File: src/rtl/sync_debounce_if.sv
// sync_debounce_if: groups the conditioned-level signals of sync_debounce.
//   d_in  raw asynchronous level (toward the debouncer)
//   q     debounced, registered level
//   rise  one-cycle pulse when q goes 0->1
//   fall  one-cycle pulse when q goes 1->0
//   busy  a candidate level change is being counted
// master: the side that supplies d_in and consumes the conditioned outputs.
// slave:  the debouncer itself.
interface sync_debounce_if;
   logic d_in;
   logic q;
   logic rise;
   logic fall;
   logic busy;

   modport master (
      output d_in,
      input  q,
      input  rise,
      input  fall,
      input  busy
   );

   modport slave (
      input  d_in,
      output q,
      output rise,
      output fall,
      output busy
   );
endinterface

File: src/rtl/sync_debounce.sv
// sync_debounce: input conditioning stage feeding a register's d input.
// A SYNC_STAGES-deep synchronizer brings the raw level into the clock domain,
// then a two-state FSM with a stability counter only lets a new level through
// to q once it has been seen for STABLE_CYCLES consecutive edges.
// Ports:
//   clk    sole clock, rising edge
//   reset  asynchronous, active-high reset
//   bus    sync_debounce_if.slave (d_in in; q, rise, fall, busy out)
module sync_debounce #(
   parameter int unsigned SYNC_STAGES   = 2,    // >= 2
   parameter int unsigned STABLE_CYCLES = 4,    // >= 1
   parameter logic        INIT_LEVEL    = 1'b0
) (
   input  logic           clk,
   input  logic           reset,
   sync_debounce_if.slave bus
);

   localparam int unsigned      CNT_W    = $clog2(STABLE_CYCLES + 1);
   localparam logic [CNT_W-1:0] CNT_LAST = CNT_W'(STABLE_CYCLES - 1);
   localparam logic [CNT_W-1:0] CNT_ONE  = CNT_W'(1);

   localparam logic [0:0] StStable = 1'b0;
   localparam logic [0:0] StCheck  = 1'b1;

   logic [SYNC_STAGES-1:0] s_q, s_d;
   logic [CNT_W-1:0]       cnt_q, cnt_d;
   logic [0:0]             state_q, state_d;
   logic                   q_q, q_d;
   logic                   rise_q, rise_d;
   logic                   fall_q, fall_d;
   logic                   s;

   // Only the last stage is used; s_q[0] is the one allowed to go metastable.
   assign s_d = {s_q[SYNC_STAGES-2:0], bus.d_in};
   assign s   = s_q[SYNC_STAGES-1];

   always_comb begin
      state_d = state_q;
      cnt_d   = cnt_q;
      q_d     = q_q;
      rise_d  = 1'b0;
      fall_d  = 1'b0;
      case (state_q)
         StStable: begin
            if (s == q_q) begin
               cnt_d = '0;
            end else if (STABLE_CYCLES == 1) begin
               // Single-cycle qualification: accept immediately, no CHECK visit.
               q_d    = s;
               rise_d = s;
               fall_d = ~s;
            end else begin
               state_d = StCheck;
               cnt_d   = CNT_ONE;
            end
         end
         StCheck: begin
            // A return to q takes priority over reaching the terminal count.
            if (s == q_q) begin
               state_d = StStable;
               cnt_d   = '0;
            end else if (cnt_q == CNT_LAST) begin
               state_d = StStable;
               cnt_d   = '0;
               q_d     = s;
               rise_d  = s;
               fall_d  = ~s;
            end else begin
               cnt_d = cnt_q + CNT_ONE;
            end
         end
         default: begin
            state_d = StStable;
            cnt_d   = '0;
         end
      endcase
   end

   always_ff @(posedge clk or posedge reset) begin
      if (reset) begin
         s_q     <= {SYNC_STAGES{INIT_LEVEL}};
         cnt_q   <= '0;
         state_q <= StStable;
         q_q     <= INIT_LEVEL;
         rise_q  <= 1'b0;
         fall_q  <= 1'b0;
      end else begin
         s_q     <= s_d;
         cnt_q   <= cnt_d;
         state_q <= state_d;
         q_q     <= q_d;
         rise_q  <= rise_d;
         fall_q  <= fall_d;
      end
   end

   assign bus.q    = q_q;
   assign bus.rise = rise_q;
   assign bus.fall = fall_q;
   // Straight decode of the state flop, so busy cannot glitch.
   assign bus.busy = (state_q == StCheck);

endmodule

File: src/flat_wrapper.sv
// flat-port wrapper written by rule: the top's interface ports become plain ports
module sync_debounce_flat 
#(
   parameter int unsigned SYNC_STAGES   = 2,           
   parameter int unsigned STABLE_CYCLES = 4,           
   parameter logic        INIT_LEVEL    = 1'b0
)
  (clk, reset, bus_d_in, bus_q, bus_rise, bus_fall, bus_busy);
  sync_debounce_if bus_i ();
  input  logic clk;
  input  logic reset;
  input wire logic [$bits(bus_i.d_in)-1:0] bus_d_in;
  output wire logic [$bits(bus_i.q)-1:0] bus_q;
  output wire logic [$bits(bus_i.rise)-1:0] bus_rise;
  output wire logic [$bits(bus_i.fall)-1:0] bus_fall;
  output wire logic [$bits(bus_i.busy)-1:0] bus_busy;
  assign bus_i.d_in = bus_d_in;
  assign bus_q = bus_i.q;
  assign bus_rise = bus_i.rise;
  assign bus_fall = bus_i.fall;
  assign bus_busy = bus_i.busy;
  sync_debounce #(.SYNC_STAGES(SYNC_STAGES), .STABLE_CYCLES(STABLE_CYCLES), .INIT_LEVEL(INIT_LEVEL)) u_core (.clk(clk), .reset(reset), .bus(bus_i));
endmodule
File: config.mk
export PLATFORM = sky130hd
export DESIGN_NAME = sync_debounce_flat
export DESIGN_NICKNAME = d
export VERILOG_FILES = /design/src/rtl/sync_debounce_if.sv /design/src/rtl/sync_debounce.sv /design/src/flat_wrapper.sv
export SDC_FILE = /design/constraint.sdc
export NUM_CORES = 1
export LEC_CHECK = 0
export CORE_AREA = 2 2 39 41
export DETAILED_ROUTE_END_ITERATION = 16
export DIE_AREA = 0 0 41 43
export REMOVE_ABC_BUFFERS = 1
export SLEW_MARGIN = 25
export SYNTH_ARGS = -nofsm -noshare
export SYNTH_HDL_FRONTEND = slang
export SYNTH_SLANG_ARGS = --single-unit
File: constraint.sdc
create_clock -name clk -period 1.9 [get_ports clk]
set_clock_uncertainty 0.1 [all_clocks]
set_input_delay 0.19 -clock clk [delete_from_list [all_inputs] [get_ports clk]]
set_output_delay 0.19 -clock clk [all_outputs]
set_load 0.03 [all_outputs]
**After elaboration in Yosys (flattened, before gate mapping)**

Index checks and enable logic that the tools add are counted.
W data, S select, Z words.

- Register bits after elaboration: 9
- Bits of input ports: 3
- Output and inout bits: 4
- Word-level logic and storage cells: 27

- $add $sub $neg: 1
- Eq/ne operators: 2
- Multiplexer cells: 14
- Bitwise operators: 3
- Reductions and logical operators: 1

Operator list:

| cell | number |
|---|---|
| $mux W1 | 10 |
| $mux W3 | 2 |
| $pmux W3 S2 | 1 |
| $add A3 B1 Y3 const B | 1 |
| $eq A3 B2 Y1 const B | 1 |
| $not A1 Y1 | 3 |
| $reduce_and A3 Y1 | 1 |
| $pmux W1 S2 | 1 |
| $eq A1 B1 Y1 | 1 |

**Longest topological paths before layout**

- Word-level depth: 4
- Gate-level depth with buffers: 4
- Depth with buffers taken out: 4

**Worst setup path before layout**

No wires, ideal clock.

- Path type: register to register
- From: register u_core.cnt_q[0]
- To: register u_core.q_q, in the netlist u_core.bus.q
- Setup time: 0.125 ns
- Arrival time: 1.048 ns
- Data required time: 1.675 ns
- Path slack: 0.627 ns
- Cell stages (with the launch flop): 5
- Buffers on the path: 0
- Cell sequence: dfrtp_1 -> ha_1 -> nor2b_4 -> nand2_2 -> mux2_4

- Longest elaborated chain between the ends: 2

Ends and longest elaborated chain:

| item | line | source |
|---|---|---|
| start, declared | sync_debounce.sv:27 | `logic [CNT_W-1:0] cnt_q, cnt_d;` |
| start signal, assigned | sync_debounce.sv:90 | `cnt_q <= cnt_d;` |
| $eq A3 B2 Y1 | sync_debounce.sv:63 | `end else if (cnt_q == CNT_LAST) begin` |
| $reduce_and A3 Y1 (no line) | n/a |  |
| end signal, assigned | sync_debounce.sv:92 | `q_q <= q_d;` |
| end, declared | sync_debounce.sv:29 | `logic q_q, q_d;` |

No other way between the ends.
A chain may end at the register's enable or synchronous reset.

**Worst setup path after layout**

- From: register u_core.q_q, in the netlist u_core.bus.q
- To: output bus_q

RTL lines:

| item | line | source |
|---|---|---|
| end, declared | flat_wrapper.sv:13 | `output wire logic [$bits(bus_i.q)-1:0] bus_q;` |

No word-level cell between the ends.

==> impl_results.rst <==
.. list-table::
   :header-rows: 1

   * - Metric
     - Value
   * - Site row count
     - 14
   * - Simple logic cell fraction of the synthesized area
     - between 20% and 30%
   * - Final cell count without fillers
     - 48
   * - Deepest level of the CTS H-tree
     - 1
   * - Worst setup path category
     - reg -> out
   * - Vertical extent of the die
     - ~43 µm
   * - Max VDD drop
     - between 0.0004 and 0.0005 V
   * - Number of synthesized register bits
     - 9
   * - Netlist area before placement
     - 337.8 µm²
   * - # Post-CTS Setup Buffers
     - 0
   * - Fin nets
     - 37
   * - Hold-fix buffers, CTS
     - 0
   * - Number of enable-type register cells in the synthesized netlist
     - 0
   * - Leading post-synthesis cells by instance count
     - dfrtp_1 (9), and2_2 (2), nor3b_1 (2)
   * - Total detailed-routing wirelength
     - between 600 and 700 µm
   * - Run status
     - completed
   * - GRT Overall Usage
     - 9.054%
   * - Vias/cell
     - roughly 4.3
   * - Number of logic stages on the critical path including buffering
     - 1
   * - Count of max-cap constraint violations
     - 0
   * - Largest net degree at the start of global routing
     - 10
   * - Max-slew violation total from the final report
     - 0
   * - Post-synthesis area per instance
     - 15.36 µm²
   * - Cell area after layout
     - approximately 440 µm²
   * - Total CTS buffers
     - 3
   * - Hold slack final
     - ~87 ps
   * - Type of the most critical hold path
     - in -> async
   * - Fraction of final layout cells with drive strength greater than 1
     - approximately 28%
   * - Placed cell count
     - 44
   * - Vias in the first global route
     - ~250
   * - Share of the synthesized area in the top cell type
     - between 60% and 70%
   * - Layout area overhead
     - 31.48%
   * - Synth unique cells
     - 12
   * - CP max stage delay
     - around 700 ps
   * - Cell with the most instances after synthesis
     - dfrtp_1
   * - Initial detailed-routing violation count
     - 2
   * - Xor/xnor cell area share of the yosys netlist
     - 2.593%
   * - TritonCTS clock tree
     - built
   * - Family with the most delay on the worst path
     - buffers and inverters
   * - Die area
     - ~1800 µm²
   * - Remaining antenna violation count after routing
     - 0
   * - Power per standard cell area
     - between 1000 and 1500 nW/µm²
   * - Clock edge transition at the registers on the reported setup and hold paths
     - 60 ps
   * - Sort of element at the end of the critical path
     - output pin
   * - Most area-consuming cells after synthesis
     - dfrtp_1 (67%), and2_2 (4.4%), mux2_4 (4.4%)
   * - Number of antenna repair diodes
     - 0
   * - Static Leakage
     - 0.2067 nW
   * - Cell chosen for the clock root
     - clkbuf_4
   * - Slowest library cell on the worst path
     - clkdlybuf4s50_1
   * - Mux contribution to synthesized area
     - under 10%
   * - Worst setup SP type
     - flop
   * - Unrepaired setup endpoints after global routing
     - no
   * - Post-CTS sizing
     - 0
   * - Fraction of synthesis flops using an asynchronous set or reset pin
     - 100.0%
   * - Relative max-transition margin
     - 78.07%
   * - Portion of the post-synthesis area used by sequential elements
     - between 60 and 70%
   * - DRC Markers
     - 0
   * - Synth area leader
     - dfrtp_1
   * - Transition time of the tightest slew-check pin
     - around 330 ps
   * - IO Port Bufs
     - 6
   * - Minimum period implied by the final worst setup slack
     - between 1500 and 2000 ps
   * - Complex-gate fraction of the synthesized area
     - under 10%
   * - Insertion delay to the later sink of the worst-skew pair
     - ~260 ps
   * - Cell-by-cell trace of the critical path
     - clkdlybuf4s50_1
   * - Via count
     - roughly 210
   * - Post-synth top flop
     - dfrtp_1
   * - Horizontal die dimension
     - 41 µm
   * - Met2 Wirelength
     - between 300 and 400 µm
   * - Sinks on Clock Net
     - 9
   * - RD Place Congestion
     - approximately 0.6
   * - Achievable frequency
     - about 0.60 GHz
   * - Routed len/inst
     - between 10 and 15 µm
   * - Final number of hold-violating endpoints
     - 0
   * - Placed Instance Area
     - approximately 420 µm²
   * - Core area
     - roughly 1400 µm²
   * - Post-route fraction of the period consumed by the critical path
     - 87.37%
   * - Final setup viols
     - 0
   * - Largest family of logic cells by synthesized area
     - simple AND/OR/NAND/NOR gates
   * - Wire length the detailed router placed on met1
     - about 240 µm
   * - Wire length of the first global-routing pass
     - 1014 µm
   * - Setup_tns
     - 0 ps
   * - Top Layer Used
     - met3
   * - Clock Path Buffers
     - 2
   * - Data required time of the worst path
     - roughly 1600 ps
   * - Cells on worst reg2reg path
     - 4
   * - Arrival time at the worst endpoint
     - 1370 ps
   * - Fraction of the mapped netlist area in adder cells
     - under 10%
   * - Initial cell density of the core
     - about a quarter
   * - Worst path bufs/invs
     - 1
   * - Initial antenna violation count
     - 0
   * - Ports
     - 7
   * - Met3 Routed Length
     - around 31 µm
   * - Yosys warns
     - 0
   * - Maximum net fanout on the critical path
     - 5
   * - Number of iterations in the first detailed-routing pass
     - 2
   * - Global route total overflow
     - 0
   * - Gate count of the mapped netlist
     - 22
[worst register-to-register path: stages (launching register included)]
cell,delay [ps]
dfrtp_1,390
ha_1,220
nor2b_4,130
nand2_2,100
mux2_4,310
[final cells by class]
type                            count  area, µm²
Multi-Input combinational cell     12      108.9
Fill cell                         144      939.7
Clock buffer                        4      26.28
Sequential cell                     9      225.2
Timing Repair Buffer                6      60.06
Inverter                            1      3.754
Tap cell                           16      20.02
[layout by cell type, fill, tap and decap left out, drive strengths merged]
master         count
dfrtp              9
clkdlybuf4s50      6
clkbuf             4
and2               2
nor3b              2
xor2               1
and3               1
nor2b              1
o21ai              1
nand2              1
and4b              1
inv                1
mux2               1
ha                 1
[cells by family (layout without fill, tap and decap cells)]
group / after synthesis / after routing
flip-flops: 9 / 9
AND/OR/NAND/NOR: 8 / 8
multiplexers: 1 / 1
AO/OA/AOI/OAI: 1 / 1
XOR/XNOR: 1 / 1
buffers and inverters: 1 / 11
adder cells (fa/ha/maj): 1 / 1
[layer usage]
metal,track usage (%),vias to the layer above
li1,-,93
met1,10.07,108
met2,14.37,7
met3,2.094,0
met4,6.000,0
met5,0,-
[final timing paths]
| kind | start | slack, ps | to |
|---|---|---|---|
| worst min register to register | u_core.s_q[0] | 260 | u_core.s_q[1] |
| max in group asynchronous | reset | 1370 | u_core.bus.busy |
| worst min-delay path | reset | 90 | u_core.bus.fall |
| worst max register to register | u_core.cnt_q[0] | 540 | u_core.bus.q |
| worst max-delay path | u_core.bus.q | 240 | bus_q |
| min in group clk | u_core.s_q[0] | 260 | u_core.s_q[1] |
[power by group]
part	internal (mW)	switching [mW]
logic	0.102	0.0935
registers	0.236	0.0398
clock network	0.0809	0.0661
total	0.419	0.199
[registers in the layout, indices dropped and copies added (netlist names)]
signal           cells
u_core.s_q           2
u_core.bus.fall      1
u_core.bus.q         1
u_core.bus.busy      1
u_core.bus.rise      1
u_core.cnt_q         3
[through the flow]
step                total power, mW  setup WS (ps)  utilization, %
floorplan                    0.3986          627.2               -
global placement             0.4570          536.9           30.20
detailed placement           0.4774          514.4           30.20
CTS                          0.6280          213.6           32.10
global route                 0.6541          202.4           32.10
finish                       0.6183          240.0           32.10
No activity file was read; power rests on OpenSTA's default activity.
